## src/rtl/ctl_pkg.sv

```systemverilog
// ---------------------------------------------------------------------------
// ctl_pkg
// Shared definitions for the multi-cycle RISC-V main control unit:
//   - RV32I major opcode constants (OPCODE_*)
//   - ALU operation codes driven on alu_op (CTL_ALU_*)
//   - operand / result mux select codes (CTL_ALU_1_*, CTL_ALU_2_*, CTL_ALU, CTL_IMM)
//   - controller state enum and trap-cause codes
// ---------------------------------------------------------------------------
package ctl_pkg;

    localparam logic [6:0] OPCODE_LOAD   = 7'b0000011;
    localparam logic [6:0] OPCODE_OP_IMM = 7'b0010011;
    localparam logic [6:0] OPCODE_AUIPC  = 7'b0010111;
    localparam logic [6:0] OPCODE_STORE  = 7'b0100011;
    localparam logic [6:0] OPCODE_OP     = 7'b0110011;
    localparam logic [6:0] OPCODE_LUI    = 7'b0110111;
    localparam logic [6:0] OPCODE_BRANCH = 7'b1100011;
    localparam logic [6:0] OPCODE_JALR   = 7'b1100111;
    localparam logic [6:0] OPCODE_JAL    = 7'b1101111;

    localparam logic [1:0] CTL_ALU_ADD    = 2'b00;
    localparam logic [1:0] CTL_ALU_BRANCH = 2'b01;
    localparam logic [1:0] CTL_ALU_OP     = 2'b10;
    localparam logic [1:0] CTL_ALU_OP_IMM = 2'b11;

    localparam logic CTL_ALU_1_RS1 = 1'b0;
    localparam logic CTL_ALU_1_PC  = 1'b1;
    localparam logic CTL_ALU_2_RS2 = 1'b0;
    localparam logic CTL_ALU_2_IMM = 1'b1;
    localparam logic CTL_ALU       = 1'b0;
    localparam logic CTL_IMM       = 1'b1;

    typedef enum logic [2:0] {
        S_RESET,
        S_FETCH,
        S_DECODE,
        S_EXEC,
        S_MEM,
        S_WB,
        S_TRAP
    } ctl_state_t;

    typedef enum logic [1:0] {
        TRAP_NONE    = 2'b00,
        TRAP_ILLEGAL = 2'b01,
        TRAP_TIMEOUT = 2'b10
    } trap_cause_t;

endpackage

```

## src/rtl/multicycle_control_if.sv

```systemverilog
// ---------------------------------------------------------------------------
// multicycle_control_if
// Bundle between the main control unit and the rest of the core.
//   opcode, mem_ready          : into the controller (IR opcode, memory done)
//   mem_req/read/write         : memory request and type
//   ir_write, pc_write         : IR / PC load enables
//   mem_to_reg, reg_write      : writeback source and register-file enable
//   alu_src_1/2, alu_op        : ALU operand selects and operation class
//   out_sel, branch, jump      : result select and PC-target select
//   retire, instret            : retirement pulse and counter
//   trap, trap_cause           : sticky fault flag and its reason
// master = controller side, slave = datapath/memory side.
// ---------------------------------------------------------------------------
interface multicycle_control_if #(
    parameter int CNT_W = 32
);
    logic [6:0]       opcode;
    logic             mem_ready;
    logic             mem_req;
    logic             mem_read;
    logic             mem_write;
    logic             ir_write;
    logic             pc_write;
    logic             mem_to_reg;
    logic             reg_write;
    logic             alu_src_1;
    logic             alu_src_2;
    logic             out_sel;
    logic             branch;
    logic             jump;
    logic [1:0]       alu_op;
    logic             retire;
    logic [CNT_W-1:0] instret;
    logic             trap;
    logic [1:0]       trap_cause;

    modport master (
        input  opcode, mem_ready,
        output mem_req, mem_read, mem_write, ir_write, pc_write,
               mem_to_reg, reg_write, alu_src_1, alu_src_2, out_sel,
               branch, jump, alu_op, retire, instret, trap, trap_cause
    );

    modport slave (
        output opcode, mem_ready,
        input  mem_req, mem_read, mem_write, ir_write, pc_write,
               mem_to_reg, reg_write, alu_src_1, alu_src_2, out_sel,
               branch, jump, alu_op, retire, instret, trap, trap_cause
    );
endinterface

```

## src/rtl/opcode_classify.sv

```systemverilog
// ---------------------------------------------------------------------------
// opcode_classify
// Combinational opcode classifier.
//   opcode     in  7 : major opcode
//   legal         out: opcode is one of the nine supported classes
//   is_load/is_store/is_branch/is_jump(JAL or JALR)/is_auipc : class flags
//   alu_src_1, alu_src_2, alu_op : ALU-control triple for this opcode
//   out_sel    out   : result select (IMM only for LUI)
// ---------------------------------------------------------------------------
module opcode_classify
    import ctl_pkg::*;
(
    input  logic [6:0] opcode,
    output logic       legal,
    output logic       is_load,
    output logic       is_store,
    output logic       is_branch,
    output logic       is_jump,
    output logic       is_auipc,
    output logic       alu_src_1,
    output logic       alu_src_2,
    output logic [1:0] alu_op,
    output logic       out_sel
);

    // Unknown opcodes fall through with everything deasserted, so only
    // the legal flag is needed to detect them.
    always_comb begin
        legal     = 1'b0;
        is_load   = 1'b0;
        is_store  = 1'b0;
        is_branch = 1'b0;
        is_jump   = 1'b0;
        is_auipc  = 1'b0;
        alu_src_1 = CTL_ALU_1_RS1;
        alu_src_2 = CTL_ALU_2_RS2;
        alu_op    = CTL_ALU_ADD;
        out_sel   = CTL_ALU;
        case (opcode)
            OPCODE_LOAD: begin
                legal     = 1'b1;
                is_load   = 1'b1;
                alu_src_2 = CTL_ALU_2_IMM;
            end
            OPCODE_STORE: begin
                legal     = 1'b1;
                is_store  = 1'b1;
                alu_src_2 = CTL_ALU_2_IMM;
            end
            OPCODE_OP_IMM: begin
                legal     = 1'b1;
                alu_src_2 = CTL_ALU_2_IMM;
                alu_op    = CTL_ALU_OP_IMM;
            end
            OPCODE_OP: begin
                legal  = 1'b1;
                alu_op = CTL_ALU_OP;
            end
            OPCODE_AUIPC: begin
                legal     = 1'b1;
                is_auipc  = 1'b1;
                alu_src_1 = CTL_ALU_1_PC;
                alu_src_2 = CTL_ALU_2_IMM;
            end
            OPCODE_LUI: begin
                legal   = 1'b1;
                out_sel = CTL_IMM;
            end
            OPCODE_BRANCH: begin
                legal     = 1'b1;
                is_branch = 1'b1;
                alu_op    = CTL_ALU_BRANCH;
            end
            OPCODE_JAL: begin
                legal     = 1'b1;
                is_jump   = 1'b1;
                alu_src_1 = CTL_ALU_1_PC;
                alu_src_2 = CTL_ALU_2_IMM;
            end
            OPCODE_JALR: begin
                legal     = 1'b1;
                is_jump   = 1'b1;
                alu_src_2 = CTL_ALU_2_IMM;
            end
            default: ;
        endcase
    end

endmodule

```

## src/rtl/multicycle_control.sv

```systemverilog
// ---------------------------------------------------------------------------
// multicycle_control
// Multi-cycle main control FSM: fetch -> decode -> execute -> [memory] ->
// [writeback], with memory wait-state handshake, illegal-opcode and
// memory-timeout traps, and a retired-instruction counter.
//   clk, rst : clock and asynchronous active-high reset
//   bus      : multicycle_control_if.master (see interface for signal list)
// Parameters:
//   MEM_TIMEOUT : wait cycles tolerated per memory request (0 = never trap)
//   CNT_W       : width of instret
// ---------------------------------------------------------------------------
module multicycle_control
    import ctl_pkg::*;
#(
    parameter int MEM_TIMEOUT = 64,
    parameter int CNT_W       = 32
) (
    input logic                  clk,
    input logic                  rst,
    multicycle_control_if.master bus
);

    localparam int WAIT_W = (MEM_TIMEOUT > 0) ? $clog2(MEM_TIMEOUT + 1) : 1;

    ctl_state_t         state;
    logic [6:0]         op_q;
    logic [WAIT_W-1:0]  wait_cnt;
    logic [CNT_W-1:0]   instret_q;
    trap_cause_t        trap_cause_q;

    logic [6:0] cls_opcode;
    logic       legal;
    logic       is_load;
    logic       is_store;
    logic       is_branch;
    logic       is_jump;
    logic       is_auipc_unused;
    logic       cls_src_1;
    logic       cls_src_2;
    logic [1:0] cls_alu_op;
    logic       cls_out_sel;

    logic       timeout;
    logic       mem_done;

    logic       mem_req;
    logic       mem_read;
    logic       mem_write;
    logic       ir_write;
    logic       pc_write;
    logic       mem_to_reg;
    logic       reg_write;
    logic       alu_src_1;
    logic       alu_src_2;
    logic       out_sel;
    logic       branch;
    logic       jump;
    logic [1:0] alu_op;
    logic       retire;
    logic       trap;

    // One classifier serves both jobs: in S_DECODE it looks at the live
    // IR opcode to decide legality; everywhere else it decodes op_q.
    // AUIPC needs nothing beyond its ALU triple, so its flag is not used.
    assign cls_opcode = (state == S_DECODE) ? bus.opcode : op_q;

    opcode_classify u_classify (
        .opcode    (cls_opcode),
        .legal     (legal),
        .is_load   (is_load),
        .is_store  (is_store),
        .is_branch (is_branch),
        .is_jump   (is_jump),
        .is_auipc  (is_auipc_unused),
        .alu_src_1 (cls_src_1),
        .alu_src_2 (cls_src_2),
        .alu_op    (cls_alu_op),
        .out_sel   (cls_out_sel)
    );

    // A timeout beats a mem_ready arriving in the same cycle, so the
    // request only counts as done when the timeout has not fired.
    assign timeout  = (MEM_TIMEOUT != 0) && (wait_cnt == WAIT_W'(MEM_TIMEOUT));
    assign mem_done = bus.mem_ready && !timeout;

    // State register, opcode latch, wait counter, retire counter and trap
    // cause. wait_cnt is zeroed on every path into S_FETCH / S_MEM and on a
    // completed request, and only grows while a request is stalled.
    always_ff @(posedge clk or posedge rst) begin
        if (rst) begin
            state        <= S_RESET;
            op_q         <= '0;
            wait_cnt     <= '0;
            instret_q    <= '0;
            trap_cause_q <= TRAP_NONE;
        end else begin
            if (retire) begin
                instret_q <= instret_q + CNT_W'(1);
            end
            case (state)
                S_RESET: begin
                    wait_cnt <= '0;
                    state    <= S_FETCH;
                end
                S_FETCH, S_MEM: begin
                    if (timeout) begin
                        state        <= S_TRAP;
                        trap_cause_q <= TRAP_TIMEOUT;
                    end else if (bus.mem_ready) begin
                        wait_cnt <= '0;
                        if (state == S_FETCH) begin
                            state <= S_DECODE;
                        end else if (is_load) begin
                            state <= S_WB;
                        end else begin
                            state <= S_FETCH;
                        end
                    end else if (MEM_TIMEOUT != 0) begin
                        wait_cnt <= wait_cnt + WAIT_W'(1);
                    end
                end
                S_DECODE: begin
                    op_q <= bus.opcode;
                    if (legal) begin
                        state <= S_EXEC;
                    end else begin
                        state        <= S_TRAP;
                        trap_cause_q <= TRAP_ILLEGAL;
                    end
                end
                S_EXEC: begin
                    wait_cnt <= '0;
                    if (is_load || is_store) begin
                        state <= S_MEM;
                    end else if (is_branch) begin
                        state <= S_FETCH;
                    end else begin
                        state <= S_WB;
                    end
                end
                S_WB: begin
                    wait_cnt <= '0;
                    state    <= S_FETCH;
                end
                S_TRAP: begin
                    state <= S_TRAP;
                end
                default: begin
                    state <= S_RESET;
                end
            endcase
        end
    end

    // Control outputs decoded from the registered state and op_q. Only the
    // handshake-completion strobes (ir_write, store retire) also look at
    // mem_ready. Reset clears state asynchronously, so every output, in
    // particular mem_req, drops as soon as rst rises.
    always_comb begin
        mem_req    = 1'b0;
        mem_read   = 1'b0;
        mem_write  = 1'b0;
        ir_write   = 1'b0;
        pc_write   = 1'b0;
        mem_to_reg = 1'b0;
        reg_write  = 1'b0;
        alu_src_1  = CTL_ALU_1_RS1;
        alu_src_2  = CTL_ALU_2_RS2;
        out_sel    = CTL_ALU;
        branch     = 1'b0;
        jump       = 1'b0;
        alu_op     = CTL_ALU_ADD;
        retire     = 1'b0;
        trap       = 1'b0;
        case (state)
            S_FETCH: begin
                mem_req  = 1'b1;
                mem_read = 1'b1;
                ir_write = mem_done;
            end
            S_EXEC: begin
                alu_src_1 = cls_src_1;
                alu_src_2 = cls_src_2;
                alu_op    = cls_alu_op;
                out_sel   = cls_out_sel;
                if (is_branch) begin
                    branch   = 1'b1;
                    pc_write = 1'b1;
                    retire   = 1'b1;
                end
                if (is_jump) begin
                    jump     = 1'b1;
                    pc_write = 1'b1;
                end
            end
            S_MEM: begin
                alu_src_1 = cls_src_1;
                alu_src_2 = cls_src_2;
                alu_op    = cls_alu_op;
                mem_req   = 1'b1;
                mem_read  = is_load;
                mem_write = is_store;
                if (is_store && mem_done) begin
                    pc_write = 1'b1;
                    retire   = 1'b1;
                end
            end
            S_WB: begin
                reg_write  = 1'b1;
                retire     = 1'b1;
                mem_to_reg = is_load;
                pc_write   = !is_jump;
            end
            S_TRAP: begin
                trap = 1'b1;
            end
            default: ;
        endcase
    end

    assign bus.mem_req    = mem_req;
    assign bus.mem_read   = mem_read;
    assign bus.mem_write  = mem_write;
    assign bus.ir_write   = ir_write;
    assign bus.pc_write   = pc_write;
    assign bus.mem_to_reg = mem_to_reg;
    assign bus.reg_write  = reg_write;
    assign bus.alu_src_1  = alu_src_1;
    assign bus.alu_src_2  = alu_src_2;
    assign bus.out_sel    = out_sel;
    assign bus.branch     = branch;
    assign bus.jump       = jump;
    assign bus.alu_op     = alu_op;
    assign bus.retire     = retire;
    assign bus.instret    = instret_q;
    assign bus.trap       = trap;
    assign bus.trap_cause = trap_cause_q;

endmodule
```

## src/flat_wrapper.sv

```systemverilog
// flat-port wrapper written by rule: the top's interface ports become plain ports
module multicycle_control_flat import ctl_pkg::*;
#(
    parameter int MEM_TIMEOUT = 64,
    parameter int CNT_W       = 32
)
  (clk, rst, bus_opcode, bus_mem_ready, bus_mem_req, bus_mem_read, bus_mem_write, bus_ir_write, bus_pc_write, bus_mem_to_reg, bus_reg_write, bus_alu_src_1, bus_alu_src_2, bus_out_sel, bus_branch, bus_jump, bus_alu_op, bus_retire, bus_instret, bus_trap, bus_trap_cause);
  multicycle_control_if #(.CNT_W(CNT_W)) bus_i ();
  input logic clk;
  input logic rst;
  input wire logic [$bits(bus_i.opcode)-1:0] bus_opcode;
  input wire logic [$bits(bus_i.mem_ready)-1:0] bus_mem_ready;
  output wire logic [$bits(bus_i.mem_req)-1:0] bus_mem_req;
  output wire logic [$bits(bus_i.mem_read)-1:0] bus_mem_read;
  output wire logic [$bits(bus_i.mem_write)-1:0] bus_mem_write;
  output wire logic [$bits(bus_i.ir_write)-1:0] bus_ir_write;
  output wire logic [$bits(bus_i.pc_write)-1:0] bus_pc_write;
  output wire logic [$bits(bus_i.mem_to_reg)-1:0] bus_mem_to_reg;
  output wire logic [$bits(bus_i.reg_write)-1:0] bus_reg_write;
  output wire logic [$bits(bus_i.alu_src_1)-1:0] bus_alu_src_1;
  output wire logic [$bits(bus_i.alu_src_2)-1:0] bus_alu_src_2;
  output wire logic [$bits(bus_i.out_sel)-1:0] bus_out_sel;
  output wire logic [$bits(bus_i.branch)-1:0] bus_branch;
  output wire logic [$bits(bus_i.jump)-1:0] bus_jump;
  output wire logic [$bits(bus_i.alu_op)-1:0] bus_alu_op;
  output wire logic [$bits(bus_i.retire)-1:0] bus_retire;
  output wire logic [$bits(bus_i.instret)-1:0] bus_instret;
  output wire logic [$bits(bus_i.trap)-1:0] bus_trap;
  output wire logic [$bits(bus_i.trap_cause)-1:0] bus_trap_cause;
  assign bus_i.opcode = bus_opcode;
  assign bus_i.mem_ready = bus_mem_ready;
  assign bus_mem_req = bus_i.mem_req;
  assign bus_mem_read = bus_i.mem_read;
  assign bus_mem_write = bus_i.mem_write;
  assign bus_ir_write = bus_i.ir_write;
  assign bus_pc_write = bus_i.pc_write;
  assign bus_mem_to_reg = bus_i.mem_to_reg;
  assign bus_reg_write = bus_i.reg_write;
  assign bus_alu_src_1 = bus_i.alu_src_1;
  assign bus_alu_src_2 = bus_i.alu_src_2;
  assign bus_out_sel = bus_i.out_sel;
  assign bus_branch = bus_i.branch;
  assign bus_jump = bus_i.jump;
  assign bus_alu_op = bus_i.alu_op;
  assign bus_retire = bus_i.retire;
  assign bus_instret = bus_i.instret;
  assign bus_trap = bus_i.trap;
  assign bus_trap_cause = bus_i.trap_cause;
  multicycle_control #(.MEM_TIMEOUT(MEM_TIMEOUT), .CNT_W(CNT_W)) u_core (.clk(clk), .rst(rst), .bus(bus_i));
endmodule
```

## config.mk

```make
export PLATFORM = sky130hd
export DESIGN_NAME = multicycle_control_flat
export DESIGN_NICKNAME = d
export VERILOG_FILES = /design/src/rtl/ctl_pkg.sv /design/src/rtl/multicycle_control_if.sv /design/src/rtl/opcode_classify.sv /design/src/rtl/multicycle_control.sv /design/src/flat_wrapper.sv
export SDC_FILE = /design/constraint.sdc
export NUM_CORES = 1
export LEC_CHECK = 0
export ABC_AREA = 1
export BUFFER_PORTS_ARGS = -buffer_cell sky130_fd_sc_hd__buf_2
export CAP_MARGIN = 10
export CORE_ASPECT_RATIO = 2
export CORE_UTILIZATION = 55
export CTS_CLUSTER_DIAMETER = 200
export DETAILED_ROUTE_END_ITERATION = 10
export PLACE_DENSITY_LB_ADDON = 0.3
export RECOVER_POWER = 50
export SLEW_MARGIN = 20
export SYNTH_ARGS = -nofsm -noshare
export SYNTH_HDL_FRONTEND = slang
export SYNTH_HIERARCHICAL = 1
export SYNTH_SLANG_ARGS = --single-unit
```

## constraint.sdc

```tcl
create_clock -name clk -period 3.8 [get_ports clk]
set_clock_uncertainty 0.1 [all_clocks]
set_input_delay 0.76 -clock clk [delete_from_list [all_inputs] [get_ports clk]]
set_output_delay 0.76 -clock clk [all_outputs]
set_load 0.1 [all_outputs]
```

==> metrics.yaml <==
critPathLaunchType: "register"
core-area_um2: 5960
avgSynthCellArea_um2: 6.37
holdCritPathClass: "reg -> reg"
arrival_ns: 2.69
drv_slew: 52
die_y_um: 113
syn_nets: 543
routed_via_density: 5.35
diodes: 0
io_pins: 60
num-fill-cells: 551
crit_family: "simple AND/OR/NAND/NOR gates"
cp.required_ns: 2.94
tns_ns: 0
nets: 604
drive_gt1_frac: 0.132
routed_wl_um: 8780
cp_max_fo: 17
route.detailed.drc: 3
powerDensity_nw_per_um2: 585
maxCapViolations: 1
first_iter_violations: 155
yosys_warnings: 6
worstSetupPathType: "reg -> out"
clock-sinks: 51
antenna_found_initial: 0
hpwl_um: 6700
worstMarginPinSlew_ns: 2.27
cts_buffers: 5
min_period_ns: 3.55
cp_slowest_cell: "dfrtp_1"
path_buf_inv: 6
vias: 3507
wl_per_cell_um: 13.4
grtUsageTotal: 0.282
fmax_mhz: 282
cts_tree: "yes"
gr-total-overflow: 0
end_kind: "output pin"
timing.final.crit_share: 0.935
violations: "DRC, capacitance limit, slew limit"
num_rows: 40
cp_common_cell: "nand2_1"
hold_viol: 0
cts_root_buf: "clkbuf_16"
ir_drop_uv: 613
relSlewSlack: -0.519
clock_latency_ns: 0.29
initial_utilization: 0.567
clk_path_buf_depth: 2
dieWidth_um: 57.4
syn_to_final_growth_pct: 15.1
ant_nets: 0
gp_congestion: 0.943
syn_area_um2: 3380
cts_setup_buffers: 0
power_mw: 2.27
finalSetupViolations: 0
grt_first_pass_wirelength_um: 14200
synth_cells: 530
crit_chain: "inv_1, nand2_1, nor2_2, inv_1, nand2_1, nand2_1, inv_2, nand2_1, nor2_2, nand2_1, inv_1, inv_1, nor2_4, nand3_4, nand2_2, buf_4"
grt_max_degree: 52
first_global_vias: 3249
leakage_nw: 1.99
placed_cells: 647
dieArea_um2: 6470
holdBufCountCts: 0
clk_pin_slew_ns: 0.07
final_cells: 655
cpPeakStageDelay_ns: 0.44
rsz0062_at_grt: "no"
outcome: "complete, but fails checks"
dr.pass1.iters: 8
cts_max_level: 2
io_buffer_count: 59
layout by cell type (no fill, tap or decap), types with 2 or more instances in the layout:
| cell | instances |
|---|---|
| clkbuf_8 | 2 |
| nand4_1 | 3 |
| dfrtp_1 | 51 |
| inv_1 | 58 |
| nand2_1 | 219 |
| nor3_1 | 8 |
| buf_2 | 48 |
| clkbuf_1 | 10 |
| ha_1 | 3 |
| nand3_1 | 46 |
| xor2_1 | 14 |
| nor2_1 | 76 |
| nand3b_1 | 10 |
| nor2_2 | 6 |
| a21oi_1 | 4 |
| inv_2 | 5 |
| nand2_2 | 4 |
| buf_4 | 3 |
| clkbuf_16 | 5 |
| o21ai_0 | 9 |
final cells by class:
cell class / count / area (um2) / share of cell area
inverter: 64 / 241 / 0.0622
sequential: 51 / 1280 / 0.329
tap: 63 / 78.8 / 0.0203
clock buffer: 8 / 156 / 0.0403
multi-input combinational: 408 / 1820 / 0.467
timing repair buffer: 61 / 317 / 0.0815
metal layers:
metal | share of wire | GRT usage | up-vias | routed length [um]
met2 | 0.55 | 0.518 | 130 | 4790
met4 | 0.056 | 0.208 | 0 | 495
met1 | 0.35 | 0.270 | 1589 | 3090
li1 | - | - | 1749 | -
met3 | 0.045 | 0.0446 | 39 | 398
met5 | 0 | 0 | - | 0
where the power goes:
part | leakage [nW] | switching (mW) | internal [mW]
combinational | 1.23 | 0.887 | 0.217
sequential | 0.684 | 0.0684 | 0.627
clock | 0.0772 | 0.192 | 0.281
path summary, 6_finish.rpt:
| path | from | to | slack [ns] | cells after the start |
|---|---|---|---|---|
| hold / removal | u_core/bus.trap_cause[0] | u_core/bus.trap_cause[0] | 0.39 | 2 |
| min in group asynchronous | rst | u_core/op_q[0] | 0.96 | 2 |
| setup / recovery | u_core/state[0] | bus_pc_write | 0.25 | 16 |
| setup reg to reg | u_core/state[0] | u_core/bus.instret[19] | 0.72 | 19 |
| max in group asynchronous | rst | u_core/bus.instret[9] | 1.60 | 2 |
| hold reg to reg | u_core/bus.trap_cause[0] | u_core/bus.trap_cause[0] | 0.39 | 2 |
sequential cells by signal (all words and copies together), names as in the netlist:
signal	count
u_core/op_q	7
u_core/wait_cnt	7
u_core/bus.instret	32
u_core/state	3
u_core/bus.trap_cause	2
what timing repair did:
item                                   in CTS  in global routing
setup endpoints to repair                   0                  1
endpoints found under the hold margin       0                  0
gates resized for setup                     0                  2
through the flow:
step / cell area [um2] / hold slack (ns) / utilization / setup WS [ns]
detailed placement: 3740 / 0.376 / 0.627 / 0.481
finish: 3880 / 0.388 / 0.652 / 0.248
global placement: 3740 / 0.377 / 0.627 / 0.563
floorplan: 3380 / 0.357 / - / 0.00428
global route: 3880 / 0.432 / 0.652 / 0.00641
CTS: 3890 / 0.392 / 0.654 / 0.145
tightest hold or removal path, delay by kind of cell (launching register included):
kind | cells | cell delay [ns]
DFF | 1 | 0.35
and+or+nand+nor | 2 | 0.11
Note: power is estimated with default switching activity, not from simulation.
